--- src/rtl/vga_timing_pkg.sv ---
// Shared VGA timing types, standard mode presets and the total-length helper.
package vga_timing_pkg;

    typedef struct packed {
        logic [15:0] h_visible;
        logic [15:0] h_front;
        logic [15:0] h_sync;
        logic [15:0] h_back;
        logic [15:0] v_visible;
        logic [15:0] v_front;
        logic [15:0] v_sync;
        logic [15:0] v_back;
        logic        h_pol;
        logic        v_pol;
    } vga_timing_t;

    localparam vga_timing_t VGA_640x480_60 = '{
        h_visible: 16'd640, h_front: 16'd16, h_sync: 16'd96,  h_back: 16'd48,
        v_visible: 16'd480, v_front: 16'd10, v_sync: 16'd2,   v_back: 16'd33,
        h_pol: 1'b0, v_pol: 1'b0};

    localparam vga_timing_t VGA_640x480_75 = '{
        h_visible: 16'd640, h_front: 16'd16, h_sync: 16'd64,  h_back: 16'd120,
        v_visible: 16'd480, v_front: 16'd1,  v_sync: 16'd3,   v_back: 16'd16,
        h_pol: 1'b0, v_pol: 1'b0};

    localparam vga_timing_t SVGA_800x600_60 = '{
        h_visible: 16'd800, h_front: 16'd40, h_sync: 16'd128, h_back: 16'd88,
        v_visible: 16'd600, v_front: 16'd1,  v_sync: 16'd4,   v_back: 16'd23,
        h_pol: 1'b1, v_pol: 1'b1};

    // Full period of one axis in pixels or lines.
    function automatic int unsigned total(input int unsigned visible, input int unsigned front,
                                          input int unsigned sync, input int unsigned back);
        return visible + front + sync + back;
    endfunction

endpackage

--- src/rtl/vga_timing_gen_delay.sv ---
// Enabled shift register that carries the fetch-stage beam state to the display stage.
module vga_delay_line #(
    parameter int unsigned DEPTH = 2,
    parameter int unsigned WIDTH = 8,
    parameter logic [WIDTH-1:0] RST_VAL = '0
) (
    input  logic             pixel_clk,
    input  logic             rst,
    input  logic             enable,
    input  logic [WIDTH-1:0] din,
    output logic [WIDTH-1:0] dout
);

    if (DEPTH < 1) begin : g_bad_depth
        $error("vga_delay_line: DEPTH must be at least 1");
    end

    logic [WIDTH-1:0] stage_q [DEPTH];
    logic [WIDTH-1:0] stage_d [DEPTH];

    always_comb begin : shift_next
        stage_d = stage_q;
        if (enable) begin
            stage_d[0] = din;
            for (int unsigned i = 1; i < DEPTH; i++) begin
                stage_d[i] = stage_q[i-1];
            end
        end
    end

    always_ff @(posedge pixel_clk) begin
        if (rst) begin
            for (int unsigned i = 0; i < DEPTH; i++) begin
                stage_q[i] <= RST_VAL;
            end
        end else begin
            stage_q <= stage_d;
        end
    end

    assign dout = stage_q[DEPTH-1];

endmodule

--- src/rtl/vga_timing_gen.sv ---
// Parametrised VGA raster generator: beam counters, a fetch stage, and a display stage
// delayed LOOKAHEAD enabled cycles so fixed-latency memory reads line up with the beam.
module vga_timing_gen
    import vga_timing_pkg::*;
#(
    parameter int unsigned H_VISIBLE  = 32'(VGA_640x480_60.h_visible),
    parameter int unsigned H_FRONT    = 32'(VGA_640x480_60.h_front),
    parameter int unsigned H_SYNC     = 32'(VGA_640x480_60.h_sync),
    parameter int unsigned H_BACK     = 32'(VGA_640x480_60.h_back),
    parameter int unsigned V_VISIBLE  = 32'(VGA_640x480_60.v_visible),
    parameter int unsigned V_FRONT    = 32'(VGA_640x480_60.v_front),
    parameter int unsigned V_SYNC     = 32'(VGA_640x480_60.v_sync),
    parameter int unsigned V_BACK     = 32'(VGA_640x480_60.v_back),
    parameter logic        H_SYNC_POL = VGA_640x480_60.h_pol,
    parameter logic        V_SYNC_POL = VGA_640x480_60.v_pol,
    parameter int unsigned LOOKAHEAD  = 2,
    parameter int unsigned CW         = 11
) (
    input  logic          pixel_clk,
    input  logic          rst,
    input  logic          enable,
    output logic [CW-1:0] fetch_x,
    output logic [CW-1:0] fetch_y,
    output logic          fetch_visible,
    output logic [CW-1:0] x,
    output logic [CW-1:0] y,
    output logic          is_visible,
    output logic          h_sync,
    output logic          v_sync,
    output logic          line_start,
    output logic          frame_start,
    output logic [7:0]    frame_count
);

    localparam int unsigned H_TOTAL      = total(H_VISIBLE, H_FRONT, H_SYNC, H_BACK);
    localparam int unsigned V_TOTAL      = total(V_VISIBLE, V_FRONT, V_SYNC, V_BACK);
    localparam int unsigned H_SYNC_START = H_VISIBLE + H_FRONT;
    localparam int unsigned H_SYNC_END   = H_SYNC_START + H_SYNC;
    localparam int unsigned V_SYNC_START = V_VISIBLE + V_FRONT;
    localparam int unsigned V_SYNC_END   = V_SYNC_START + V_SYNC;
    localparam int unsigned DL_W         = 2*CW + 13;
    localparam logic [DL_W-1:0] DL_IDLE  = {{(2*CW){1'b0}}, 1'b0, ~H_SYNC_POL, ~V_SYNC_POL,
                                            1'b0, 1'b0, 8'd0};

    if (64'(H_TOTAL) > (64'd1 << CW)) begin : g_bad_h_total
        $error("vga_timing_gen: H_TOTAL does not fit in CW bits");
    end
    if (64'(V_TOTAL) > (64'd1 << CW)) begin : g_bad_v_total
        $error("vga_timing_gen: V_TOTAL does not fit in CW bits");
    end
    if (LOOKAHEAD > 15) begin : g_bad_lookahead
        $error("vga_timing_gen: LOOKAHEAD must be 0..15");
    end

    logic [CW-1:0] h_cnt_q, h_cnt_d, v_cnt_q, v_cnt_d;
    logic [CW-1:0] fetch_x_q, fetch_x_d, fetch_y_q, fetch_y_d;
    logic          fetch_vis_q, fetch_vis_d, fetch_hs_q, fetch_hs_d, fetch_vs_q, fetch_vs_d;
    logic          fetch_ls_q, fetch_ls_d, fetch_fs_q, fetch_fs_d;
    logic [7:0]    fetch_fc_q, fetch_fc_d;
    logic          h_last, v_last, h_in_sync, v_in_sync;

    // Beam counters plus the fetch-stage decode of the current counter position.
    always_comb begin : beam_next
        h_cnt_d     = h_cnt_q;
        v_cnt_d     = v_cnt_q;
        fetch_x_d   = fetch_x_q;
        fetch_y_d   = fetch_y_q;
        fetch_vis_d = fetch_vis_q;
        fetch_hs_d  = fetch_hs_q;
        fetch_vs_d  = fetch_vs_q;
        fetch_ls_d  = fetch_ls_q;
        fetch_fs_d  = fetch_fs_q;
        fetch_fc_d  = fetch_fc_q;
        h_last      = (32'(h_cnt_q) == H_TOTAL - 1);
        v_last      = (32'(v_cnt_q) == V_TOTAL - 1);
        h_in_sync   = (32'(h_cnt_q) >= H_SYNC_START) && (32'(h_cnt_q) < H_SYNC_END);
        v_in_sync   = (32'(v_cnt_q) >= V_SYNC_START) && (32'(v_cnt_q) < V_SYNC_END);
        if (enable) begin
            if (h_last) begin
                h_cnt_d = '0;
                v_cnt_d = v_last ? '0 : v_cnt_q + CW'(1);
            end else begin
                h_cnt_d = h_cnt_q + CW'(1);
            end
            fetch_x_d   = h_cnt_q;
            fetch_y_d   = v_cnt_q;
            fetch_vis_d = (32'(h_cnt_q) < H_VISIBLE) && (32'(v_cnt_q) < V_VISIBLE);
            fetch_hs_d  = h_in_sync ? H_SYNC_POL : ~H_SYNC_POL;
            fetch_vs_d  = v_in_sync ? V_SYNC_POL : ~V_SYNC_POL;
            fetch_ls_d  = (h_cnt_q == '0);
            fetch_fs_d  = (h_cnt_q == '0) && (v_cnt_q == '0);
            // Frame count travels with the beam so it steps on the display frame_start edge.
            fetch_fc_d  = fetch_fc_q + 8'(fetch_fs_d);
        end
    end

    always_ff @(posedge pixel_clk) begin
        if (rst) begin
            h_cnt_q     <= '0;
            v_cnt_q     <= '0;
            fetch_x_q   <= '0;
            fetch_y_q   <= '0;
            fetch_vis_q <= 1'b0;
            fetch_hs_q  <= ~H_SYNC_POL;
            fetch_vs_q  <= ~V_SYNC_POL;
            fetch_ls_q  <= 1'b0;
            fetch_fs_q  <= 1'b0;
            fetch_fc_q  <= 8'd0;
        end else begin
            h_cnt_q     <= h_cnt_d;
            v_cnt_q     <= v_cnt_d;
            fetch_x_q   <= fetch_x_d;
            fetch_y_q   <= fetch_y_d;
            fetch_vis_q <= fetch_vis_d;
            fetch_hs_q  <= fetch_hs_d;
            fetch_vs_q  <= fetch_vs_d;
            fetch_ls_q  <= fetch_ls_d;
            fetch_fs_q  <= fetch_fs_d;
            fetch_fc_q  <= fetch_fc_d;
        end
    end

    logic [DL_W-1:0] fetch_pack_c;
    logic [DL_W-1:0] disp_c;

    assign fetch_pack_c = {fetch_x_q, fetch_y_q, fetch_vis_q, fetch_hs_q, fetch_vs_q,
                           fetch_ls_q, fetch_fs_q, fetch_fc_q};

    if (LOOKAHEAD == 0) begin : g_no_delay
        assign disp_c = fetch_pack_c;
    end else begin : g_delay
        vga_delay_line #(
            .DEPTH   (LOOKAHEAD),
            .WIDTH   (DL_W),
            .RST_VAL (DL_IDLE)
        ) u_delay (
            .pixel_clk (pixel_clk),
            .rst       (rst),
            .enable    (enable),
            .din       (fetch_pack_c),
            .dout      (disp_c)
        );
    end

    assign fetch_x       = fetch_x_q;
    assign fetch_y       = fetch_y_q;
    assign fetch_visible = fetch_vis_q;
    assign {x, y, is_visible, h_sync, v_sync, line_start, frame_start, frame_count} = disp_c;

endmodule

--- config.mk ---
export PLATFORM = sky130hd
export DESIGN_NAME = vga_timing_gen
export DESIGN_NICKNAME = d
export VERILOG_FILES = /design/src/rtl/vga_timing_pkg.sv /design/src/rtl/vga_timing_gen_delay.sv /design/src/rtl/vga_timing_gen.sv
export SDC_FILE = /design/constraint.sdc
export NUM_CORES = 1
export LEC_CHECK = 0
export CAP_MARGIN = 20
export CORE_ASPECT_RATIO = 1.1
export CORE_UTILIZATION = 60
export DETAILED_ROUTE_END_ITERATION = 10
export GPL_TIMING_DRIVEN = 0
export PLACE_DENSITY = 0.95
export SYNTH_ARGS = -nofsm -noshare
export SYNTH_HDL_FRONTEND = slang
export SYNTH_SLANG_ARGS = --single-unit
export TNS_END_PERCENT = 5
--- constraint.sdc ---
create_clock -name pixel_clk -period 4.06 [get_ports pixel_clk]
set_input_delay 0.609 -clock pixel_clk [delete_from_list [all_inputs] [get_ports pixel_clk]]
set_output_delay 0.609 -clock pixel_clk [all_outputs]
set_load 0.01 [all_outputs]
# Word-level counts from Yosys, hierarchy flattened
# Index checks and enable logic that the tools add are counted.
# totals
register_bits	127
output_inout_bits	58
# classes
add_sub_neg	3
order_cmp	6
n_eq_ne	2
n_mux	4
n_reduce_logical	7
# ops
cell	n
$add 11x1->11 const B	2
$eq 11x10->1 const B	2
$logic_not 11->1	2
$lt 11x10->1 const B	2
$lt 11x9->1 const B	2
$mux 11	2
$ge 11x10->1 const B	1
$ge 11x9->1 const B	1
$add 8x1->8	1
$logic_and 1x1->1	4
$mux 1	2
$reduce_and 2->1	1

# Logic depth before layout (Yosys ltp)
# Gate-level depths: netlist of the first run.
# depth
word_depth	3
mapped_depth	10
mapped_depth_nobuf	10

# Hierarchy
# A second synthesis of the first run with hierarchy kept.
# hier_totals
cells_unflattened	549
area_unflattened_um2	5381.4
# modules_own_cells
mod	n_inst	cells_per_inst	area_each_um2
vga_delay_line	1	261	2778.9
vga_timing_gen	1	288	2602.5

# Least setup slack after synthesis of the first run
# OpenSTA, ideal clock, no wires.
# synth_timing
path_type	reg-to-reg
startpoint	register v_cnt_q[0]
endpoint	register fetch_fc_q[7]
t_arrival_ns	2.168
slack_ns	1.821
stages_incl_launch_ff	10
path_buffers	0
cell_sequence	dfxtp_1 > inv_1 > ha_1 > or4b_1 > nor3_1 > and3_1 > ha_1 > nand4_1 > or3_1 > a21oi_1
# synth_via
elab_chain_len	3
# synth_rtl
item	line	rtl
start, declared	vga_timing_gen.sv:55	logic [CW-1:0] h_cnt_q, h_cnt_d, v_cnt_q, v_cnt_d;
start signal, assigned	vga_timing_gen.sv:111	v_cnt_q <= v_cnt_d;
$logic_not 11->1	vga_timing_gen.sv:91	fetch_fs_d = (h_cnt_q == '0) && (v_cnt_q == '0);
$logic_and 1x1->1	vga_timing_gen.sv:91	
$add 8x1->8	vga_timing_gen.sv:93	fetch_fc_d = fetch_fc_q + 8'(fetch_fs_d);
end signal, assigned	vga_timing_gen.sv:119	fetch_fc_q <= fetch_fc_d;
end, declared	vga_timing_gen.sv:59	logic [7:0] fetch_fc_q, fetch_fc_d;
# No other way between the ends.
# A chain may end at the register's enable or synchronous reset.

# Final worst setup path of the first run
# Same ends and word-level chain as after synthesis.

==> impl_results.md, run 1 <==
* Routed length per instance at 16.0 µm
* Synthesized-area fraction occupied by adder cells at 1.67%
* Worst-path cell chain: inv_1 -> ha_1 -> or4b_1 -> nor3_1 -> and3_1 -> ha_1 -> nand4_1 -> or3_1 -> a21oi_1
* Final min period at 2.86 ns
* TritonCTS Buffers at 17
* Hold Buf Count CTS at 0
* Result of the run: complete, no violations
* Critical path fanouts, max at 5
* Setup-failing EPs final at 0
* Maximum number of pins on one net before global-route repair at 17
* Initial detailed-routing violation count at 261
* Largest family of logic cells by synthesized area: simple AND/OR/NAND/NOR gates
* Starting density of the core at 62.1%
* Summed instance area of the synthesized netlist at 5250 µm²
* Number of hold-slack violations in the final timing report at 0
* Setup TNS at 0 ns
* Post-Synth XOR/XNOR Area at 2.67%
* Source of the worst hold timing path: fetch_hs_q
* Origin of the worst setup path: v_cnt_q[0]
* Clock root buffer master: clkbuf_8
* Area fraction in and, or, nand and nor cells after synthesis at 18.0%
* Port Buf Inserts at slightly below 60
* Clock tree from TritonCTS: done
* Most instantiated flip-flop cell in the synthesis netlist: dfxtp_1
* First drt pass iteration count at 4
* CP Capture Type: flop
* Residual DRC at 0
* Last weighted congestion value of the routability-driven placer at 0.885
* RSZ-0062 raised after global routing: false
* Share of the clock period used by the worst path at between 70% and 80%
* Number of cells upsized or downsized after cts at 0
* Multiplexer share of the synthesized area at approximately 17%
* Register clock-pin slew on the reported worst setup and hold paths at 0.06 ns
* Number of slew-limit violations in the final report at 0
* Total vias in the final route at 4082
* Number of placement rows at 35
* Worst R2R Setup Slack at about 1.2 ns
* Crit-path most repeated cell: ha_1
* Fin Clk Skew at 0.00386 ns
* Number of warnings reported in the yosys synthesis log at 0
* Vert. Die Dim at 100 µm
* Worst stage delay on the critical path at 0.45 ns
* Timing-limited maximum frequency at 349 MHz
* Compound-Gate Fraction of Synth Area at 3.84%
* Ratio of cells with drive above 1 in the final layout at between 10 and 15%
* Share of synthesized flip-flops with an asynchronous set or reset at 0%
* Post-synthesis cell count at 536
* Data required, critical path at around 4.5 ns
* Number of storage elements in the synthesis netlist at 127
* Critical Setup Path Class: flop to flop
* Area after DPL at 5970 µm²
* Type of the tightest min-delay check: flop to flop
* Master of the slowest instance on the critical path: or4b_1
* Maximum root-to-sink buffer count at 2
* Half-perimeter wire length after placement at 7.68 mm
* Ports placed on the boundary at 61
* Reported max-cap violation count at 0
* CTS H-Tree Depth at 4
* Reported leakage power at 2.75 nW
* Overall overflow remaining after global route at 0
* Kind of launch point of the worst setup path: flop
* Post-synthesis to final-layout area growth at 24.9%
* Final Cell Area at 6560 µm²
* DRT antenna net count at 0
* Mean post-synth cell area at 9.80 µm²
* Die area at ~9000 µm²
* Start of the worst register-to-register path: v_cnt_q[0]
* Share of synthesized area occupied by flip-flops and latches at 48.4%
* Slew margin rel. at a little over 60%
* Antenna cell count at 0
* Global-route wire length before repair at slightly below 20 mm
* Slew @ Worst Pin at a little under 0.6 ns
* Number of antenna violations at the first check in global routing at 0
* Number of unique standard cell types used by synthesis at 44
* Critical Path AT at 3.29 ns
* Areal power density over the cells at 440 nW/µm²
* Die W at 91.2 µm
* Count of flip-flops with a built-in enable after synthesis at 0
* Net Count, Synth at 546
* Global Route Usage Sum at 27.0%
* Clock sink count at 127
* Number of buffers inserted by post-CTS setup repair at 0
* Via count of the first global-routing pass at 3960
* Number of vias per cell after detailed routing at roughly 5.5
* Core area at 8450 µm²
* VDD IR-drop max at slightly above 0.3 mV
* Final #Nets at about 620
* Final wirelength at 11.8 mm
* Clock latency at the later pin of the worst-skew pair at slightly above 0.5 ns
-- layout make-up --
class                      count  area (µm²)
sequential                   127        2540
multi-input combinational    337        2280
fill                         545        1890
timing repair buffer          58         581
clock buffer                  21         449
buffer                        67         405
tap                          111         139
clock inverter                10         138
inverter                       5        18.8
-- state kept, by name (all words and copies together), names as in the netlist --
| name | count |
|---|---|
| g_delay.u_delay.dout | 35 |
| g_delay.u_delay.stage_q | 35 |
| fetch_x | 11 |
| fetch_y | 11 |
| h_cnt_q | 11 |
| v_cnt_q | 11 |
| fetch_fc_q | 8 |
| fetch_fs_q | 1 |
| fetch_hs_q | 1 |
| fetch_ls_q | 1 |
| fetch_visible | 1 |
| fetch_vs_q | 1 |
-- cell usage in the layout (no fill, tap or decap), types with 3 or more instances in the layout --
master,netlist,final
inv_1,5,5
nand2b_1,5,5
ha_1,7,7
nor2_1,103,103
mux2i_1,91,91
buf_2,12,12
clkdlybuf4s50_1,0,58
nor4_1,4,4
or3_1,4,4
clkbuf_16,0,16
clkbuf_1,18,20
nor2b_1,4,4
clkinv_2,0,3
clkbuf_8,0,3
xor2_1,12,12
dfxtp_1,127,127
nand4_1,13,13
xnor2_1,4,4
and3_1,6,6
a211o_1,4,4
buf_4,35,35
bufinv_16,0,3
nand2_1,10,10
a21oi_1,11,11
and4_1,4,4
nand3_1,10,10
o21ai_0,6,6
nor3_1,11,11
-- where the power goes --
group	total, mW	leakage (nW)	internal (mW)	switching, mW
clock network	1.49	0.284	0.962	0.528
registers	1.27	1.03	1.26	0.0106
logic	0.122	1.44	0.0476	0.0742
total	2.88	2.75	2.27	0.613
-- per-layer routing --
layer	GRT usage [%]	wire length [µm]	vias to the layer above
met5	0	0	-
met4	9.77	195	0
met3	6.21	567	19
met2	48.7	5990	124
met1	31.3	5000	1975
li1	-	-	1964
-- kinds of logic (layout without fill, tap and decap cells) --
logic type / count (synthesis) / after routing
buf+inv: 72 / 161
mux: 91 / 91
fa+ha+maj: 7 / 7
simple gates: 192 / 192
compound gates: 31 / 31
xor+xnor: 16 / 16
flops: 127 / 127
-- stage by stage --
step / total power, mW / setup WS, ns / std cells / hold WS [ns] / utilization (%)
floorplan: 1.38 / 1.82 / 536 / 0.431 / -
global placement: 1.41 / 1.45 / 705 / 0.436 / 70.6
detailed placement: 1.42 / 1.31 / 705 / 0.457 / 70.6
CTS: 2.89 / 1.23 / 736 / 0.470 / 77.6
global route: 2.96 / 1.04 / 736 / 0.479 / 77.6
finish: 2.88 / 1.20 / 736 / 0.471 / 77.6
-- Yosys cell counts, types with 2 or more instances --
cell / n / area (µm²)
a211o_1: 4 / 35.0
a21oi_1: 11 / 55.1
a21oi_2: 2 / 17.5
a31o_2: 2 / 17.5
and2_1: 2 / 12.5
and3_1: 6 / 37.5
and4_1: 4 / 35.0
and4b_1: 2 / 20.0
buf_2: 12 / 60.1
buf_4: 35 / 263
clkbuf_1: 18 / 67.6
dfxtp_1: 127 / 2540
ha_1: 7 / 87.6
inv_1: 5 / 18.8
mux2i_1: 91 / 911
nand2_1: 10 / 37.5
nand2b_1: 5 / 31.3
nand3_1: 10 / 50.1
nand4_1: 13 / 81.3
nand4b_1: 2 / 17.5
nor2_1: 103 / 387
nor2b_1: 4 / 25.0
nor3_1: 11 / 55.1
nor3b_1: 2 / 15.0
nor4_1: 4 / 25.0
o21ai_0: 6 / 30.0
o31ai_1: 2 / 15.0
or3_1: 4 / 25.0
or3b_1: 2 / 17.5
or4_1: 2 / 15.0
xnor2_1: 4 / 35.0
xor2_1: 12 / 105
-- worst max-delay path, delay by kind of cell (launching register included) --
family | cells | cell delay (ns)
adders and majority gates | 2 | 0.36
AOI/OAI and AO/OA | 1 | 0.17
buffers and inverters | 1 | 0.14
DFF | 1 | 0.36
and+or+nand+nor | 5 | 1.74
-- path summary, 6_finish.rpt --
| kind | cells past startpoint | to |
|---|---|---|
| setup / recovery | 9 | fetch_fc_q[7] |
| hold / removal | 1 | g_delay.u_delay.stage_q[46] |
| setup reg to reg | 9 | fetch_fc_q[7] |
| hold reg to reg | 1 | g_delay.u_delay.stage_q[46] |
Note: power is estimated with default switching activity, not from simulation.
==> run 2: changes to the inputs <==
Settings changed: CORE_UTILIZATION 60 to 56, PLACE_DENSITY 0.95 to 0.91.
Clock period 4.06 ns to 2.7 ns, I/O delays scaled along.
==> impl_results.md, run 2 (synthesis results as in run 1) <==
* Result of the run: complete, no violations
* First drt pass iteration count at 4 (unchanged)
* Setup-failing EPs final at 0 (unchanged)
* Number of placement rows at 36 (+2.9%)
* Initial detailed-routing violation count at 305 (+17%)
* Cell family contributing the most delay on the critical path: simple AND/OR/NAND/NOR gates
* Met3 routed WL at 540 µm (-4.8%)
* Crit-path most repeated cell: ha_1
* Via count of the first global-routing pass at 3994 (+0.86%)
* Final wirelength at 11.7 mm (-0.57%)
* Utilization after layout at 73.0% (-4.6 points)
* Starting density of the core at 58.6% (-3.5 points)
* Residual DRC at 0 (unchanged)
* Total power at 4.26 mW (+48%)
* Kind of launch point of the worst setup path: flop
* Core area at 8960 µm² (+6.1%)
* TritonCTS Buffers at 17 (unchanged)
* Critical Setup Path Class: flop to flop
* Clock latency at the later pin of the worst-skew pair at 0.52 ns (about the same)
* Clock sink count at 127 (unchanged)
* Antenna cell count at 0 (unchanged)
* Number of antenna violations at the first check in global routing at 0 (unchanged)
* Number of slew-limit violations in the final report at 0 (unchanged)
* Global-route wire length before repair at 18.8 mm (-2.2%)
* Final min period at 2.58 ns (-0.283 ns)
* Clock root buffer master: clkbuf_8
* Clock tree from TritonCTS: done
* Fin Clk Skew at 0.00502 ns (+0.00116 ns)
* Fill cell count at 641 (+18%)
* Maximum root-to-sink buffer count at 2 (unchanged)
* Maximum number of pins on one net before global-route repair at 17 (unchanged)
* CP Capture Type: flop
* Number of buffers inserted by post-CTS setup repair at 0 (unchanged)
* Last weighted congestion value of the routability-driven placer at 0.876 (-1.1%)
* Routed met1 length at 5.01 mm (+0.12%)
* Ratio of cells with drive above 1 in the final layout at 13.9% (+0.14 points)
* Metal2 WL at 5.89 mm (-1.7%)
* Port Buf Inserts at 58 (unchanged)
* Half-perimeter wire length after placement at 7.81 mm (+1.7%)
* Global Route Usage Sum at 24.7% (-2.3 points)
* Slew margin rel. at 63.1% (+2.2 points)
* Worst Hold Margin at 0.427 ns (-0.0445 ns)
* Reported leakage power at 2.75 nW (-0.29%)
* Total vias in the final route at 4047 (-0.86%)
* Register clock-pin slew on the reported worst setup and hold paths at 0.06 ns (about the same)
* Routed length per instance at 15.8 µm (-1.1%)
* Die area at 9770 µm² (+7.0%)
* Final #Nets at 623 (unchanged)
* Share of the clock period used by the worst path at 95.6% (+25 points)
* Critical path fanouts, max at 5 (unchanged)
* Die W at 94.3 µm (+3.4%)
* Number of hold-slack violations in the final timing report at 0 (unchanged)
* Post-synthesis to final-layout area growth at 24.6%
* Areal power density over the cells at 650 nW/µm² (+48%)
* Worst-path cell chain: inv_1 -> ha_1 -> or4b_1 -> nor3_2 -> and3_1 -> ha_1 -> nand4_1 -> or3_1 -> a21oi_1
* Timing-limited maximum frequency at 387 MHz (+11%)
* Ports placed on the boundary at 61 (unchanged)
* Most common library cell in the layout ignoring fill and taps: dfxtp_1
* Critical Path AT at 3.03 ns (-0.26 ns)
* Number of vias per cell after detailed routing at 5.47 (-1.4%)
* Master of the slowest instance on the critical path: or4b_1
* DRT antenna net count at 0 (unchanged)
* Vert. Die Dim at 104 µm (+3.4%)
* Setup TNS at 0 ns (unchanged)
* Reported max-cap violation count at 0 (unchanged)
* Post-place setup slack at 0.0724 ns (-1.24 ns)
* Highest-count cells in the layout ignoring fill and taps: 127 x dfxtp_1, 103 x nor2_1, 91 x mux2i_1
* Slew @ Worst Pin at 0.554 ns (-0.0325 ns)
* Type of the tightest min-delay check: primary input to flop
* Overall overflow remaining after global route at 0 (unchanged)
* Number of buffers and inverters on the critical path at 1 (unchanged)
* VDD IR-drop max at 0.461 mV (+53%)
* Worst stage delay on the critical path at 0.46 ns (about the same)
* Data required, critical path at 3.15 ns (-1.34 ns)
* CTS H-Tree Depth at 4 (unchanged)
* Fin worst setup slack at 0.118 ns (-1.08 ns)
* Highest routed layer: met4
-- run 2: cell count changes in the layout (fill, tap and decap cells not counted), sizes merged --
cell    change
bufinv      -1
clkbuf      +1
clkinv      +1
-- run 2: path summary, 6_finish.rpt --
check	from	slack (ns)	end	cells after the start
min reg2reg	g_delay.u_delay.stage_q[46]	0.47	g_delay.u_delay.dout[11]	1
max	v_cnt_q[0]	0.12	fetch_fc_q[7]	9
min	enable	0.43	fetch_fc_q[3]	4
max reg2reg	v_cnt_q[0]	0.12	fetch_fc_q[7]	9
-- run 2: worst register-to-register path, cell delays in order (launching register included) --
cell and delay [ns]:
dfxtp_1 0.35, inv_1 0.13, ha_1 0.16, or4b_1 0.46, nor3_2 0.21, and3_1 0.25
ha_1 0.18, nand4_1 0.22, or3_1 0.40, a21oi_1 0.14
-- run 2: final cells by class --
class / count / area [µm²] / area share [%]
tap: 114 / 143 / 2.18
sequential: 127 / 2540 / 38.8
buffer: 67 / 405 / 6.19
multi-input combinational: 337 / 2290 / 35.0
clock inverter: 10 / 113 / 1.72
clock buffer: 22 / 453 / 6.92
inverter: 5 / 18.8 / 0.287
timing repair buffer: 58 / 581 / 8.87
-- run 2: repair_timing --
| action | 4_1_cts | 5_1_grt |
|---|---|---|
| endpoints found under the setup margin | 0 | 2 |
| resized for setup | 0 | 1 |
| hold buffers | 0 | 0 |
-- run 2: power by group --
| group | switching, mW | internal [mW] | total, mW |
|---|---|---|---|
| clock | 0.803 | 1.36 | 2.16 |
| sequential | 0.0158 | 1.90 | 1.91 |
| combinational | 0.114 | 0.0723 | 0.186 |
| total | 0.932 | 3.32 | 4.26 |
-- run 2: per-stage QoR --
step,instances,area [µm²]
2_1_floorplan,536,5250
3_3_place_gp,708,5970
3_5_place_dp,708,5970
4_1_cts,740,6540
5_1_grt,740,6550
6_report,740,6550
-- run 2: metal layers --
| metal | global-route usage (%) | vias up |
|---|---|---|
| met1 | 29.5 | 1938 |
| li1 | - | 1972 |
| met5 | 0 | - |
| met4 | 10.3 | 0 |
| met2 | 42.5 | 111 |
| met3 | 4.77 | 26 |
==> run 3: changes to the inputs <==
Settings changed: HOLD_SLACK_MARGIN set to 0.15.
==> results of run 3 <==
No change in the layout: final DEF, timing and power equal those of run 2.
